--- config.mk ---
export PLATFORM = sky130hd
export DESIGN_NAME = fp_log_pipe
export DESIGN_NICKNAME = d
export VERILOG_FILES = /design/src/rtl/fp_log_pkg.sv /design/src/rtl/fp_log_mant_rom.sv /design/src/rtl/fp_log_pipe.sv
export SDC_FILE = /design/constraint.sdc
export NUM_CORES = 1
export LEC_CHECK = 0
export ABC_AREA = 1
export ABC_CLOCK_PERIOD_IN_PS = 6510
export BUFFER_PORTS_ARGS = -buffer_cell sky130_fd_sc_hd__buf_2
export CORE_AREA = 2 2 174 176
export DETAILED_ROUTE_END_ITERATION = 6
export DIE_AREA = 0 0 176 178
export GPL_TIMING_DRIVEN = 0
export PLACE_DENSITY = 0.59
export SLEW_MARGIN = 20
export SYNTH_ARGS = -nofsm -noshare
export SYNTH_HDL_FRONTEND = slang
export SYNTH_HIERARCHICAL = 1
export SYNTH_SLANG_ARGS = --single-unit
--- constraint.sdc ---
create_clock -name clk -period 6.51 [get_ports clk]
set_clock_uncertainty 0.15 [all_clocks]
set_input_delay 1.302 -clock clk [delete_from_list [all_inputs] [get_ports clk]]
set_output_delay 1.302 -clock clk [all_outputs]
set_load 0.005 [all_outputs]
--- src/rtl/fp_log_pkg.sv ---
// Shared constants, flag type and table generator for the small-float log unit.
// The mantissa table is computed at elaboration so it tracks MANT_W/FRAC_W.
package fp_log_pkg;

  localparam int DEF_EXP_W  = 5;
  localparam int DEF_MANT_W = 6;
  localparam int DEF_FRAC_W = 14;
  localparam int DEF_OUT_W  = 20;

  // ln(2) in Q0.16, kept one bit wider so it can be used as a positive signed operand
  localparam logic [16:0] LN2_Q16 = 17'd45426;

  typedef struct packed {
    logic zero;
    logic neg;
    logic special;
  } log_flags_t;

  function automatic int fp_bias(input int exp_w);
    return (1 << (exp_w - 1)) - 1;
  endfunction

  function automatic int unsigned rom_entry(input int idx, input int mant_w, input int frac_w);
    real l2;
    l2 = $ln(1.0 + real'(idx) / real'(1 << mant_w)) / $ln(2.0);
    return unsigned'($rtoi(l2 * real'(1 << frac_w) + 0.5));
  endfunction

endpackage

--- src/rtl/fp_log_mant_rom.sv ---
// log2(1 + idx/2^MANT_W) table in unsigned Q0.FRAC_W, combinational read.
module fp_log_mant_rom
  import fp_log_pkg::*;
#(
  parameter int MANT_W = DEF_MANT_W,
  parameter int FRAC_W = DEF_FRAC_W
) (
  input  logic [MANT_W-1:0] idx_i,
  output logic [FRAC_W-1:0] frac_o
);

  localparam int DEPTH = 1 << MANT_W;

  logic [FRAC_W-1:0] rom [DEPTH];

  for (genvar gi = 0; gi < DEPTH; gi++) begin : g_rom
    localparam int unsigned ENTRY = rom_entry(gi, MANT_W, FRAC_W);
    assign rom[gi] = ENTRY[FRAC_W-1:0];
  end

  assign frac_o = rom[idx_i];

endmodule

--- src/rtl/fp_log_pipe.sv ---
// Three-stage elastic log2/ln unit for small custom floats: decode, table lookup,
// then ln scaling and clamping of zero/inf/NaN.
module fp_log_pipe
  import fp_log_pkg::*;
#(
  parameter int EXP_W  = DEF_EXP_W,
  parameter int MANT_W = DEF_MANT_W,
  parameter int FRAC_W = DEF_FRAC_W,
  parameter int OUT_W  = DEF_OUT_W
) (
  input  logic                    clk,
  input  logic                    rst_n,
  input  logic                    in_valid,
  output logic                    in_ready,
  input  logic [EXP_W+MANT_W:0]   in_data,
  input  logic                    in_ln,
  output logic                    out_valid,
  input  logic                    out_ready,
  output logic [OUT_W-1:0]        out_log,
  output logic                    out_zero,
  output logic                    out_neg,
  output logic                    out_special
);

  localparam int BIAS = fp_bias(EXP_W);
  localparam int IW   = OUT_W - FRAC_W;
  localparam int PW   = OUT_W + 17;

  if ((BIAS - 1 + MANT_W) > (1 << (IW - 1)) || BIAS > ((1 << (IW - 1)) - 1)) begin : g_bad_out_w
    $error("fp_log_pipe: OUT_W-FRAC_W too small for the exponent range");
  end

  // Stage 1: decoded exponent, table index, flags
  logic              v1_q;
  logic [IW-1:0]     int1_q, int1_d;
  logic [MANT_W-1:0] idx1_q, idx1_d;
  log_flags_t        flags1_q, flags1_d;
  logic              ln1_q;
  // Stage 2: fixed-point log2
  logic              v2_q;
  logic [OUT_W-1:0]  val2_q, val2_d;
  log_flags_t        flags2_q;
  logic              ln2_q;
  // Stage 3: final result
  logic              v3_q;
  logic [OUT_W-1:0]  log3_q, log3_d;
  log_flags_t        flags3_q;

  logic ready1, ready2, ready3;
  logic [EXP_W-1:0]  exp_in;
  logic [MANT_W-1:0] mant_in;
  int                lead_pos;
  logic [FRAC_W-1:0] rom_frac;
  logic signed [PW-1:0] ln_prod, ln_sum;
  logic ln_unused;

  assign ready3   = !v3_q || out_ready;
  assign ready2   = !v2_q || ready3;
  assign ready1   = !v1_q || ready2;
  assign in_ready = ready1;

  assign exp_in  = in_data[EXP_W+MANT_W-1:MANT_W];
  assign mant_in = in_data[MANT_W-1:0];

  always_comb begin
    lead_pos = 0;
    for (int i = 0; i < MANT_W; i++) begin
      if (mant_in[i]) lead_pos = i;
    end
  end

  always_comb begin
    int1_d   = IW'(exp_in) - IW'(BIAS);
    idx1_d   = mant_in;
    flags1_d = '{zero: 1'b0, neg: in_data[EXP_W+MANT_W], special: 1'b0};
    if (exp_in == '1) begin
      flags1_d.special = 1'b1;
    end else if (exp_in == '0) begin
      if (mant_in == '0) begin
        flags1_d.zero = 1'b1;
      end else begin
        // Subnormal: normalise so the leading one becomes the implicit bit
        int1_d = IW'(1 - BIAS - MANT_W) + IW'(lead_pos);
        idx1_d = MANT_W'(mant_in << (MANT_W - lead_pos));
      end
    end
  end

  fp_log_mant_rom #(
    .MANT_W(MANT_W),
    .FRAC_W(FRAC_W)
  ) u_rom (
    .idx_i (idx1_q),
    .frac_o(rom_frac)
  );

  // frac < 2^FRAC_W, so (int << FRAC_W) + frac is a plain concatenation
  assign val2_d = {int1_q, rom_frac};

  always_comb begin
    ln_prod = PW'($signed(val2_q)) * PW'($signed(LN2_Q16));
    ln_sum  = ln_prod + PW'(32768);
    log3_d  = val2_q;
    if (ln2_q)             log3_d = ln_sum[OUT_W+15:16];
    if (flags2_q.zero)     log3_d = {1'b1, {(OUT_W-1){1'b0}}};
    if (flags2_q.special)  log3_d = {1'b0, {(OUT_W-1){1'b1}}};
  end

  assign ln_unused = ^{ln_sum[PW-1:OUT_W+16], ln_sum[15:0]};

  always_ff @(posedge clk) begin
    if (!rst_n) begin
      v1_q     <= 1'b0;
      int1_q   <= '0;
      idx1_q   <= '0;
      flags1_q <= '0;
      ln1_q    <= 1'b0;
      v2_q     <= 1'b0;
      val2_q   <= '0;
      flags2_q <= '0;
      ln2_q    <= 1'b0;
      v3_q     <= 1'b0;
      log3_q   <= '0;
      flags3_q <= '0;
    end else begin
      if (ready1) begin
        v1_q <= in_valid;
        if (in_valid) begin
          int1_q   <= int1_d;
          idx1_q   <= idx1_d;
          flags1_q <= flags1_d;
          ln1_q    <= in_ln;
        end
      end
      if (ready2) begin
        v2_q <= v1_q;
        if (v1_q) begin
          val2_q   <= val2_d;
          flags2_q <= flags1_q;
          ln2_q    <= ln1_q;
        end
      end
      if (ready3) begin
        v3_q <= v2_q;
        if (v2_q) begin
          log3_q   <= log3_d;
          flags3_q <= flags2_q;
        end
      end
    end
  end

  assign out_valid   = v3_q;
  assign out_log     = log3_q;
  assign out_zero    = flags3_q.zero;
  assign out_neg     = flags3_q.neg;
  assign out_special = flags3_q.special;

endmodule

==> metrics.md <==
| Metric | Value |
|---|---|
| Outcome | `completed` |
| Crit-path max cell delay | `0.56 ns` |
| Hold Path Class | `reg2reg` |
| Clk slew on worst S/H paths | `0.06 ns` |
| FF-to-FF setup slack | `0.34 ns` |
| Met3 Use GR | `0.0234` |
| Slew Viols, Final | `0` |
| Ranking of synthesized cells by area | `fa_1 19%, ha_1 17%, nand2_1 12%` |
| Max Buffers Root-to-Sink | `2` |
| Met1 GRT Util | `0.292` |
| Post-layout min period | `6.17 ns` |
| Share of layout cells above drive strength 1 | `0.113` |
| Htree depth | `3` |
| Leakage Power | `0.00721 uW` |
| CTS Buf Count | `9` |
| Final worst-path cycle share | `0.948` |
| Synth Warn # | `6` |
| Total GRT Usage | `0.223` |
| Drt pass-1 iters | `5` |
| Final setup fails | `0` |
| Number of flops mapped to enable cells by yosys | `0` |
| Post-synthesis compound-gate area fraction | `0.104` |
| Via Count | `10486` |
| Element type at the critical path start | `flip-flop` |
| Synth Area in Simple Gates | `0.253` |
| Antenna fix cells | `0` |
| Worst Max-Slew Pin Slew | `0.556 ns` |
| Placed Instance Area | `12300 sq um` |
| Synth unique cells | `55` |
| First-pass GRT wire length | `54.7 mm` |
| Initial Utilization | `0.396` |
| Layer with the highest usage | `met2` |
| ANT nets after route | `0` |
| Min Hold Slack | `0.317 ns` |
| Post-Synth XOR/XNOR Area | `0.0249` |
| Initial antenna violation count | `0` |
| Pwr Density | `372 nW/um^2` |
| DR DRC count | `0` |
| Net count after synthesis | `1960` |
| Clock sink count | `66` |
| Finished Layout Cells | `2119` |
| Worst-Skew Late Latency | `0.33 ns` |
| Seq cells post-synth | `66` |
| Setup TNS | `0 ns` |
| # fillers | `3115` |
| Die X | `176 um` |
| Met2 Resource Use GR | `0.388` |
| Endpoint required time on the critical path | `6.58 ns` |
| Largest net degree at the start of global routing | `28` |
| FMAX | `162 MHz` |
| DP HPWL | `28.5 mm` |
| Worst-path fanout max | `8` |
| Synth top area share | `0.192` |
| Vias in the first global route | `10464` |
| DR vias/cell | `4.95` |
| Final net count | `2015` |
| Commonest non-fill, non-tap cell in the layout | `nand2_1` |
| Top FF cell, synth | `dfxtp_1` |
| Synth Area in Adders | `0.366` |
| Crit end category | `flip-flop` |
| MaxCap Viol Count | `0` |
| Syn avg cell area | `6.98 sq um` |
| Die area | `31300 sq um` |
| Slowest-stage cell, CP | `fa_1` |
| Cells after DPL | `2100` |
| CTS tree | `built` |
| # IOs | `42` |
| Type of the worst setup path | `reg2reg` |
| Mux cell area share after synthesis | `0` |
| Largest family of logic cells by synthesized area | `adder cells` |
| Ys async rst share | `0` |
| Final GP Congestion | `0.923` |
| Max_slew headroom | `0.628` |
| Largest area contributor in the netlist | `fa_1` |
| CP arrival | `6.24 ns` |
| Rows | `63` |
| Final-report hold violation count | `0` |
| Core ar. | `29400 sq um` |
| CP dominant cell by count | `nand2_1` |
| Area delta synth->final | `10.1%` |
| Most frequent cells in the layout | `382 x nand2_1, 346 x inv_1, 155 x ha_1, 122 x nor2_1, 112 x fa_1` |
| Initial DRC count | `663` |
| Wire per inst | `16.0 um` |
| Sequential-to-total area share from yosys stat | `0.113` |
| Port bufs | `41` |
| Final instance area | `12800 sq um` |
| Post-Route WL | `34.0 mm` |
| Worst VDD drop | `0.249 mV` |
| Die height | `178 um` |
| Grt total ovfl | `0` |
| Syn Std Cell Area | `11700 sq um` |
| Mapped Cells | `1669` |
| CTS root buffer | `clkbuf_16` |
-- synth_stat cells, types with 2 or more instances --
library cell	number
nor2_8	2
nand3b_1	7
nand2_2	23
o31ai_1	2
o21ai_0	78
xnor2_1	2
a21o_1	7
o211ai_1	10
a21oi_2	4
xor2_1	23
nor2_2	13
inv_2	14
nand3_1	80
buf_6	6
nand4_1	9
inv_1	349
ha_1	162
nand2_4	4
a21oi_1	92
nor3_1	6
dfxtp_1	66
buf_4	3
a31oi_1	8
and3_1	2
buf_2	8
clkinv_1	4
o21bai_1	2
o21ai_1	12
nand2_1	386
nor4_1	2
nor2_1	128
clkbuf_1	15
nor2_4	4
fa_1	112
nand3_2	4
-- metal layers --
metal | share of wire | vias to the layer above
met2 | 0.48 | 237
met4 | 0.031 | 0
li1 | - | 5284
met1 | 0.45 | 4920
met5 | 0 | -
met3 | 0.041 | 45
-- what timing repair did --
| item | 4_1_cts | 5_1_grt |
|---|---|---|
| pin swaps | 0 | 0 |
| setup endpoints to repair | 9 | 14 |
| buffers inserted | 1 | 2 |
| hold buffers | 0 | 0 |
| resized for setup | 6 | 46 |
-- state kept, by name, summed over array words and instances (netlist names) --
register     cells
out_log         20
val2_q          20
idx1_q           6
int1_q           6
flags1_q         3
flags2_q         3
ln1_q            1
ln2_q            1
out_neg          1
out_special      1
out_valid        1
out_zero         1
v1_q             1
v2_q             1
-- power by group --
group / internal [uW] / switching, uW
combinational: 1260 / 2540
clock: 315 / 181
sequential: 430 / 48.9
total: 2000 / 2770
-- area by class of cell --
cell class	instances	area, sq um	share of cell area
Tap cell	390	488	0.0380
Clock inverter	5	52.6	0.00410
Inverter	368	1390	0.108
Buffer	36	228	0.0178
Sequential cell	66	1360	0.106
Multi-Input combinational cell	1199	8820	0.688
Timing Repair Buffer	44	235	0.0183
Clock buffer	11	253	0.0197
-- cells by family (layout without fill, tap and decap cells) --
group | count (synthesis) | in the layout
flip-flops | 66 | 66
AND/OR/NAND/NOR | 675 | 675
adder cells (fa/ha/maj) | 274 | 274
AO/OA/AOI/OAI | 222 | 222
buffers and inverters | 404 | 464
XOR/XNOR | 28 | 28
-- path summary, 6_finish.rpt --
| check | endpoint | cells after the start | startpoint |
|---|---|---|---|
| worst max-delay path | out_log[11] | 28 | val2_q[11] |
| worst min-delay path | out_log[19] | 2 | out_log[19] |
| worst max register to register | out_log[11] | 28 | val2_q[11] |
| worst min register to register | out_log[19] | 2 | out_log[19] |
-- critical path: cells and delay by family (launching register included) --
family	cells	cell delay [ns]
adder cells (fa/ha/maj)	7	3.28
AO/OA/AOI/OAI	1	0.14
buffers and inverters	5	0.29
XOR/XNOR	1	0.18
AND/OR/NAND/NOR	14	1.61
flip-flops	1	0.40
-- metrics by stage --
| stage | utilization | worst slack, ns | total power [uW] |
|---|---|---|---|
| after detailed placement | 0.420 | -0.191 | 4110 |
| after global placement | 0.420 | -0.629 | 4090 |
| after global routing | 0.436 | -0.00855 | 5270 |
| after CTS | 0.431 | 0.00345 | 4630 |
| final | 0.436 | 0.336 | 4780 |
| after floorplan | - | 0.761 | 3140 |
No activity file was read; power rests on OpenSTA's default activity.
